### config.mk
export PLATFORM = sky130hd
export DESIGN_NAME = instruction_queue_flat
export DESIGN_NICKNAME = d
export VERILOG_FILES = /design/src/rtl/instruction_queue_if.sv /design/src/rtl/instruction_queue.sv /design/src/flat_wrapper.sv
export SDC_FILE = /design/constraint.sdc
export NUM_CORES = 1
export LEC_CHECK = 0
export ABC_AREA = 1
export CAP_MARGIN = 10
export CORE_ASPECT_RATIO = 0.7
export CORE_MARGIN = 4
export CORE_UTILIZATION = 45
export DETAILED_ROUTE_END_ITERATION = 16
export MAX_ROUTING_LAYER = met4
export PLACE_DENSITY_LB_ADDON = 0.1
export SLEW_MARGIN = 20
export SYNTH_ARGS = -nofsm -noshare
export SYNTH_HDL_FRONTEND = slang
export SYNTH_SLANG_ARGS = --single-unit
### constraint.sdc
create_clock -name clk -period 9.9 [get_ports clk]
set_clock_uncertainty 0.15 [all_clocks]
set_input_delay 0.99 -clock clk [delete_from_list [all_inputs] [get_ports clk]]
set_output_delay 0.99 -clock clk [all_outputs]
set_load 0.02 [all_outputs]
### src/rtl/instruction_queue_if.sv
// Fetch-side pair input, decoder-side single-word output and queue status for instruction_queue.
interface instruction_queue_if #(
    parameter int DEPTH = 8,
    parameter int PTR_W = 3
);
    logic             flush;
    logic             in_valid;
    logic [31:0]      in_instr1;
    logic [31:0]      in_instr2;
    logic             in_done;
    logic             in_ready;
    logic             out_valid;
    logic [31:0]      out_instr;
    logic             out_ready;
    logic [PTR_W:0]   count;
    logic             drained;

    modport master (
        output flush, in_valid, in_instr1, in_instr2, in_done, out_ready,
        input  in_ready, out_valid, out_instr, count, drained
    );

    modport slave (
        input  flush, in_valid, in_instr1, in_instr2, in_done, out_ready,
        output in_ready, out_valid, out_instr, count, drained
    );
endinterface

### src/rtl/instruction_queue.sv
// Circular instruction buffer: accepts fetch pairs (dropping zero words), issues one word per cycle.
// Latency: one cycle, no bypass. Backpressure: in_ready drops below 2 free slots or once in_done is seen.
module instruction_queue #(
    parameter int DEPTH = 8,
    parameter int PTR_W = 3
) (
    input  logic               clk,
    input  logic               reset,
    instruction_queue_if.slave q
);
    typedef enum logic [1:0] {RUN, DRAIN, DONE} state_t;

    state_t           state_q, state_d;
    logic [PTR_W-1:0] wr_ptr_q, wr_ptr_d;
    logic [PTR_W-1:0] rd_ptr_q, rd_ptr_d;
    logic [PTR_W:0]   count_q, count_d;
    logic [31:0]      mem_q [DEPTH];

    logic             accept;
    logic             wr1;
    logic             wr2;
    logic             deq;
    logic [PTR_W:0]   n_wr;
    logic [PTR_W-1:0] wr2_addr;

    assign q.in_ready  = (state_q == RUN) && (count_q <= (PTR_W+1)'(DEPTH - 2));
    assign q.out_valid = (count_q != '0);
    assign q.out_instr = q.out_valid ? mem_q[rd_ptr_q] : 32'b0;
    assign q.count     = count_q;
    assign q.drained   = (state_q == DONE);

    // A pair arriving alongside flush belongs to the squashed path, so it never writes.
    assign accept   = q.in_valid && q.in_ready && !q.flush;
    assign wr1      = accept && (q.in_instr1 != 32'b0);
    assign wr2      = accept && (q.in_instr2 != 32'b0);
    assign deq      = q.out_valid && q.out_ready;
    assign n_wr     = (PTR_W+1)'(wr1) + (PTR_W+1)'(wr2);
    assign wr2_addr = wr_ptr_q + PTR_W'(wr1);

    always_comb begin
        state_d  = state_q;
        wr_ptr_d = wr_ptr_q + PTR_W'(n_wr);
        rd_ptr_d = rd_ptr_q + PTR_W'(deq);
        count_d  = count_q + n_wr - (PTR_W+1)'(deq);

        case (state_q)
            RUN: begin
                if (q.in_done) begin
                    state_d = (count_d == '0) ? DONE : DRAIN;
                end
            end
            DRAIN: begin
                if (count_d == '0) begin
                    state_d = DONE;
                end
            end
            DONE:    state_d = DONE;
            default: state_d = RUN;
        endcase

        if (q.flush) begin
            state_d  = RUN;
            wr_ptr_d = '0;
            rd_ptr_d = '0;
            count_d  = '0;
        end
    end

    always_ff @(posedge clk or posedge reset) begin
        if (reset) begin
            state_q  <= RUN;
            wr_ptr_q <= '0;
            rd_ptr_q <= '0;
            count_q  <= '0;
        end else begin
            state_q  <= state_d;
            wr_ptr_q <= wr_ptr_d;
            rd_ptr_q <= rd_ptr_d;
            count_q  <= count_d;
        end
    end

    // Storage is never cleared; the pointers alone say which slots are live.
    always_ff @(posedge clk) begin
        if (wr1) begin
            mem_q[wr_ptr_q] <= q.in_instr1;
        end
        if (wr2) begin
            mem_q[wr2_addr] <= q.in_instr2;
        end
    end
endmodule

### src/flat_wrapper.sv
// flat-port wrapper written by rule: the top's interface ports become plain ports
module instruction_queue_flat 
#(
    parameter int DEPTH = 8,
    parameter int PTR_W = 3
)
  (clk, reset, q_flush, q_in_valid, q_in_instr1, q_in_instr2, q_in_done, q_out_ready, q_in_ready, q_out_valid, q_out_instr, q_count, q_drained);
  instruction_queue_if #(.DEPTH(DEPTH), .PTR_W(PTR_W)) q_i ();
  input  logic clk;
  input  logic reset;
  input wire logic [$bits(q_i.flush)-1:0] q_flush;
  input wire logic [$bits(q_i.in_valid)-1:0] q_in_valid;
  input wire logic [$bits(q_i.in_instr1)-1:0] q_in_instr1;
  input wire logic [$bits(q_i.in_instr2)-1:0] q_in_instr2;
  input wire logic [$bits(q_i.in_done)-1:0] q_in_done;
  input wire logic [$bits(q_i.out_ready)-1:0] q_out_ready;
  output wire logic [$bits(q_i.in_ready)-1:0] q_in_ready;
  output wire logic [$bits(q_i.out_valid)-1:0] q_out_valid;
  output wire logic [$bits(q_i.out_instr)-1:0] q_out_instr;
  output wire logic [$bits(q_i.count)-1:0] q_count;
  output wire logic [$bits(q_i.drained)-1:0] q_drained;
  assign q_i.flush = q_flush;
  assign q_i.in_valid = q_in_valid;
  assign q_i.in_instr1 = q_in_instr1;
  assign q_i.in_instr2 = q_in_instr2;
  assign q_i.in_done = q_in_done;
  assign q_i.out_ready = q_out_ready;
  assign q_in_ready = q_i.in_ready;
  assign q_out_valid = q_i.out_valid;
  assign q_out_instr = q_i.out_instr;
  assign q_count = q_i.count;
  assign q_drained = q_i.drained;
  instruction_queue #(.DEPTH(DEPTH), .PTR_W(PTR_W)) u_core (.clk(clk), .reset(reset), .q(q_i));
endmodule
==> tab_implementation.tex <==
\begin{tabular}{lr}
\hline
Metric & Value \\
\hline
\multicolumn{2}{l}{\textbf{Status}} \\
Run status & complete, no violations \\
\multicolumn{2}{l}{\textbf{Pwr}} \\
Pwr/cell area & $\sim$230 mW/mm\^{}2 \\
Worst vdd ir & 0.142 mV \\
Pwr Total & between 4 and 5 mW \\
Leakage component of the power & 6.83 nW \\
\multicolumn{2}{l}{\textbf{Synth}} \\
Syn. warnings & 0 \\
Post-Synthesis Mean Instance Area & 8.24 um\^{}2 \\
Share of the synthesized area in the top cell type & 49.1\% \\
Async S/R FF share, synth & $\sim$4.5\% \\
Netlist area before placement & about 0.016 mm\^{}2 \\
Share of the synthesized area in compound gates (AO/OA/AOI/OAI) & 7.64\% \\
Main area contributors after synthesis & sky130\_fd\_sc\_hd\_\_edfxtp\_1, sky130\_fd\_sc\_hd\_\_nand2\_1, sky130\_fd\_sc\_hd\_\_nand4\_1 \\
Post-Syn Nets & a little under 2000 \\
Count of flip-flops with a built-in enable after synthesis & 256 \\
Main flop type after synthesis & sky130\_fd\_sc\_hd\_\_edfxtp\_1 \\
Share of synthesized area spent on multiplexers & 0\% \\
Synthesized instance count & about 1900 \\
Adder-Cell Fraction of Synth Area & 1.62\% \\
Seq cells post-synth & 268 \\
Post-synth top area cell & sky130\_fd\_sc\_hd\_\_edfxtp\_1 \\
XOR/XNOR Fraction of Synth Area & less than 1\% \\
Sequential share of the synthesized area & 51.1\% \\
Largest family of logic cells by synthesized area & simple AND/OR/NAND/NOR gates \\
Top post-synthesis cells by count & sky130\_fd\_sc\_hd\_\_nand2\_1, sky130\_fd\_sc\_hd\_\_nor2\_1, sky130\_fd\_sc\_hd\_\_nand4\_1, sky130\_fd\_sc\_hd\_\_edfxtp\_1, sky130\_fd\_sc\_hd\_\_o21ai\_0 \\
Post-synthesis simple-gate area fraction & between 30\% and 40\% \\
Number of distinct library cell variants in the gate-level netlist after synthesis & 28 \\
Most common cell in the synthesized netlist & sky130\_fd\_sc\_hd\_\_nand2\_1 \\
\multicolumn{2}{l}{\textbf{Layout}} \\
Antenna diode count & 0 \\
Area growth from synthesis to final layout & 11.3\% \\
Total Nets Final & 1927 \\
Layout cells sized above 1 & slightly above 5\% \\
\multicolumn{2}{l}{\textbf{Timing}} \\
Period utilization & 66.5\% \\
Hold\_ws & 0.335 ns \\
Tightest slew margin relative to the limit & 23.9\% \\
Max-slew violation count & 0 \\
Fin crit period & 6.58 ns \\
Number of hold violations in the final report & 0 \\
Achievable clock frequency & between 150 and 200 MHz \\
RSZ-0062 raised after global routing & no \\
Setup TNS & 0 ns \\
Slew at the pin with the worst max-slew slack & about 1.1 ns \\
Count of final setup violators & 0 \\
\multicolumn{2}{l}{\textbf{Drt}} \\
Routed len/inst & 22.1 um \\
Violation count after the first detailed-routing iteration & just over 2000 \\
Number of remaining DRC errors & 0 \\
ANT nets after route & 0 \\
Routed wire length & 51300 um \\
Detailed-route vias per instance & roughly 6 \\
Drt pass-1 iters & 6 \\
Overall via count from detail\_route & 13885 \\
\multicolumn{2}{l}{\textbf{Floorplanning}} \\
Row cnt & 56 \\
Die Y-Extent & 164 um \\
Die Wd & 231 um \\
DIE AREA & 0.0379 mm\^{}2 \\
Core area & $\sim$0.034 mm\^{}2 \\
Initial standard-cell utilization of the core & 46.1\% \\
Total I/O pin count & 109 \\
\multicolumn{2}{l}{\textbf{CTS}} \\
Clock buffer count from CTS & 29 \\
Clock transition at path regs & 0.06 ns \\
CTS tree & yes \\
Count of cells resized by post-cts repair & 0 \\
Bufs on Longest Clock Path & 3 \\
H-tree depth reported by CTS & 1 \\
CTS sink count & 268 \\
CTS root buf & sky130\_fd\_sc\_hd\_\_clkbuf\_16 \\
Number of buffers inserted to repair setup after CTS & 0 \\
Post-cts hold buffer count & 0 \\
Clock latency of the later-clocked register in the worst-skew pair & 0.56 ns \\
\multicolumn{2}{l}{\textbf{Setup path}} \\
Endpoint type of the worst setup path & flop \\
CP Max Fanout & 33 \\
Depth of the worst register-to-register path & 10 \\
Critical setup path kind & in2reg \\
Critical path startpoint category & primary input \\
Data arrival time of the worst path & 6.61 ns \\
Launch instance of the worst register-to-register path & u\_core.state\_q[0]\$\_DFFE\_PP0P\_ \\
Req. time, crit path & 9.93 ns \\
Launch point of the critical path & q\_in\_instr1[25] \\
\multicolumn{2}{l}{\textbf{GRT}} \\
Via count of the first global-routing pass & 12530 \\
Maximum number of pins on one net before global-route repair & about 120 \\
Global router's overall resource usage & between 20\% and 30\% \\
Antenna violations before repair & 0 \\
Remaining Overflow, GRT & 0 \\
First-pass GRT wire length & 78700 um \\
\multicolumn{2}{l}{\textbf{Place}} \\
Detailed placer's ending HPWL & 28100 um \\
Count of port buffers added during placement & approximately 110 \\
Weighted congestion reported at the end of routability-driven placement & 0.829 \\
\multicolumn{2}{l}{\textbf{Worst hold path}} \\
Min-Delay Startpoint & u\_core.rd\_ptr\_q[2]\$\_DFF\_PP0\_ \\
Worst hold stages & 1 \\
Hold Path Class & reg2reg \\
\multicolumn{2}{l}{\textbf{Flow run}} \\
MaxCap Viol Count & 0 \\
\hline
\end{tabular}
==> flip-flops by register name, indices dropped and copies added, names as in the netlist <==
register	cells
u_core.q.count	4
u_core.wr_ptr_q	3
u_core.rd_ptr_q	3
u_core.mem_q	256
u_core.state_q	2
==> routing by layer <==
| metal | track usage (%) | share of wire, % |
|---|---|---|
| met3 | 4.47 | 11 |
| met4 | 5.82 | 2.3 |
| met2 | 39.2 | 42 |
| met5 | - | 0 |
| met1 | 41.6 | 45 |
==> worst max-delay path, stage by stage <==
cell and delay, ns:
sky130_fd_sc_hd__clkdlybuf4s50_1 0.63, sky130_fd_sc_hd__nor4_1 0.60, sky130_fd_sc_hd__nand4_1 0.49, sky130_fd_sc_hd__and2_1 0.33
sky130_fd_sc_hd__ha_1 0.19, sky130_fd_sc_hd__ha_1 0.21, sky130_fd_sc_hd__xnor2_2 0.23, sky130_fd_sc_hd__nand2_1 0.15
sky130_fd_sc_hd__nor2_4 0.75, sky130_fd_sc_hd__nand3_2 0.90, sky130_fd_sc_hd__nand2_2 1.11
==> power breakdown <==
part | internal (mW) | total [mW] | switching, mW
clock network | 0.638 | 1.11 | 0.473
registers | 1.35 | 1.40 | 0.0532
logic | 0.471 | 1.51 | 1.04
total | 2.46 | 4.02 | 1.56
==> area by class of cell <==
cell class / instances / area (um^2)
Fill cell: 3249 / 16500
Sequential cell: 268 / 8000
Multi-Input combinational cell: 1374 / 6520
Timing Repair Buffer: 131 / 1260
Clock buffer: 32 / 737
Tap cell: 464 / 581
Clock inverter: 21 / 203
Inverter: 34 / 129
==> layout by cell type, fill, tap and decap left out, types with 2 or more instances in the layout <==
master	netlist	final
sky130_fd_sc_hd__nand2_1	545	538
sky130_fd_sc_hd__nor2_1	276	272
sky130_fd_sc_hd__nand4_1	262	262
sky130_fd_sc_hd__edfxtp_1	256	256
sky130_fd_sc_hd__o21ai_0	191	191
sky130_fd_sc_hd__clkdlybuf4s50_1	0	108
sky130_fd_sc_hd__a31oi_1	32	32
sky130_fd_sc_hd__inv_1	32	31
sky130_fd_sc_hd__clkbuf_16	0	29
sky130_fd_sc_hd__buf_4	4	22
sky130_fd_sc_hd__nand3_1	20	19
sky130_fd_sc_hd__ha_1	17	17
sky130_fd_sc_hd__clkinv_1	1	10
sky130_fd_sc_hd__dfrtp_1	12	10
sky130_fd_sc_hd__nand3_2	8	8
sky130_fd_sc_hd__nor2_2	5	6
sky130_fd_sc_hd__clkinv_2	0	5
sky130_fd_sc_hd__o21ai_1	4	4
sky130_fd_sc_hd__a21oi_1	4	4
sky130_fd_sc_hd__nand2_2	0	4
sky130_fd_sc_hd__bufinv_16	0	4
sky130_fd_sc_hd__nor2_4	0	3
sky130_fd_sc_hd__and2_1	3	3
sky130_fd_sc_hd__nand2_4	0	3
sky130_fd_sc_hd__clkbuf_1	98	3
sky130_fd_sc_hd__inv_2	1	2
sky130_fd_sc_hd__nor4_1	2	2
sky130_fd_sc_hd__fa_1	2	2
sky130_fd_sc_hd__inv_6	0	2
sky130_fd_sc_hd__dfrtp_4	0	2
==> through the flow <==
| stage | utilization [%] | worst slack (ns) | cell area, um^2 | instances |
|---|---|---|---|---|
| floorplan | - | 5.47 | 15600 | 1899 |
| global placement | 48.5 | 3.09 | 16500 | 2271 |
| detailed placement | 48.6 | 2.98 | 16500 | 2271 |
| CTS | 51.3 | 3.56 | 17400 | 2324 |
| global route | 51.4 | 3.13 | 17400 | 2324 |
| finish | 51.4 | 3.32 | 17400 | 2324 |
==> cells by family after synthesis <==
family / after synthesis
buffers and inverters: 257
AOI/OAI and AO/OA: 231
and+or+nand+nor: 1122
xor gates and xnor gates: 2
adders and majority gates: 19
DFF: 268
==> worst paths after layout <==
kind	endpoint	slack, ns
min in group asynchronous	u_core.q.count[1]$_DFF_PP0_	0.60
hold / removal	u_core.rd_ptr_q[2]$_DFF_PP0_	0.34
setup reg to reg	u_core.mem_q[4][17]$_DFFE_PP_	4.30
setup / recovery	u_core.mem_q[1][11]$_DFFE_PP_	3.32
hold reg to reg	u_core.rd_ptr_q[2]$_DFF_PP0_	0.34
max in group asynchronous	u_core.rd_ptr_q[1]$_DFF_PP0_	8.63
(Power assumes the default switching activity.)
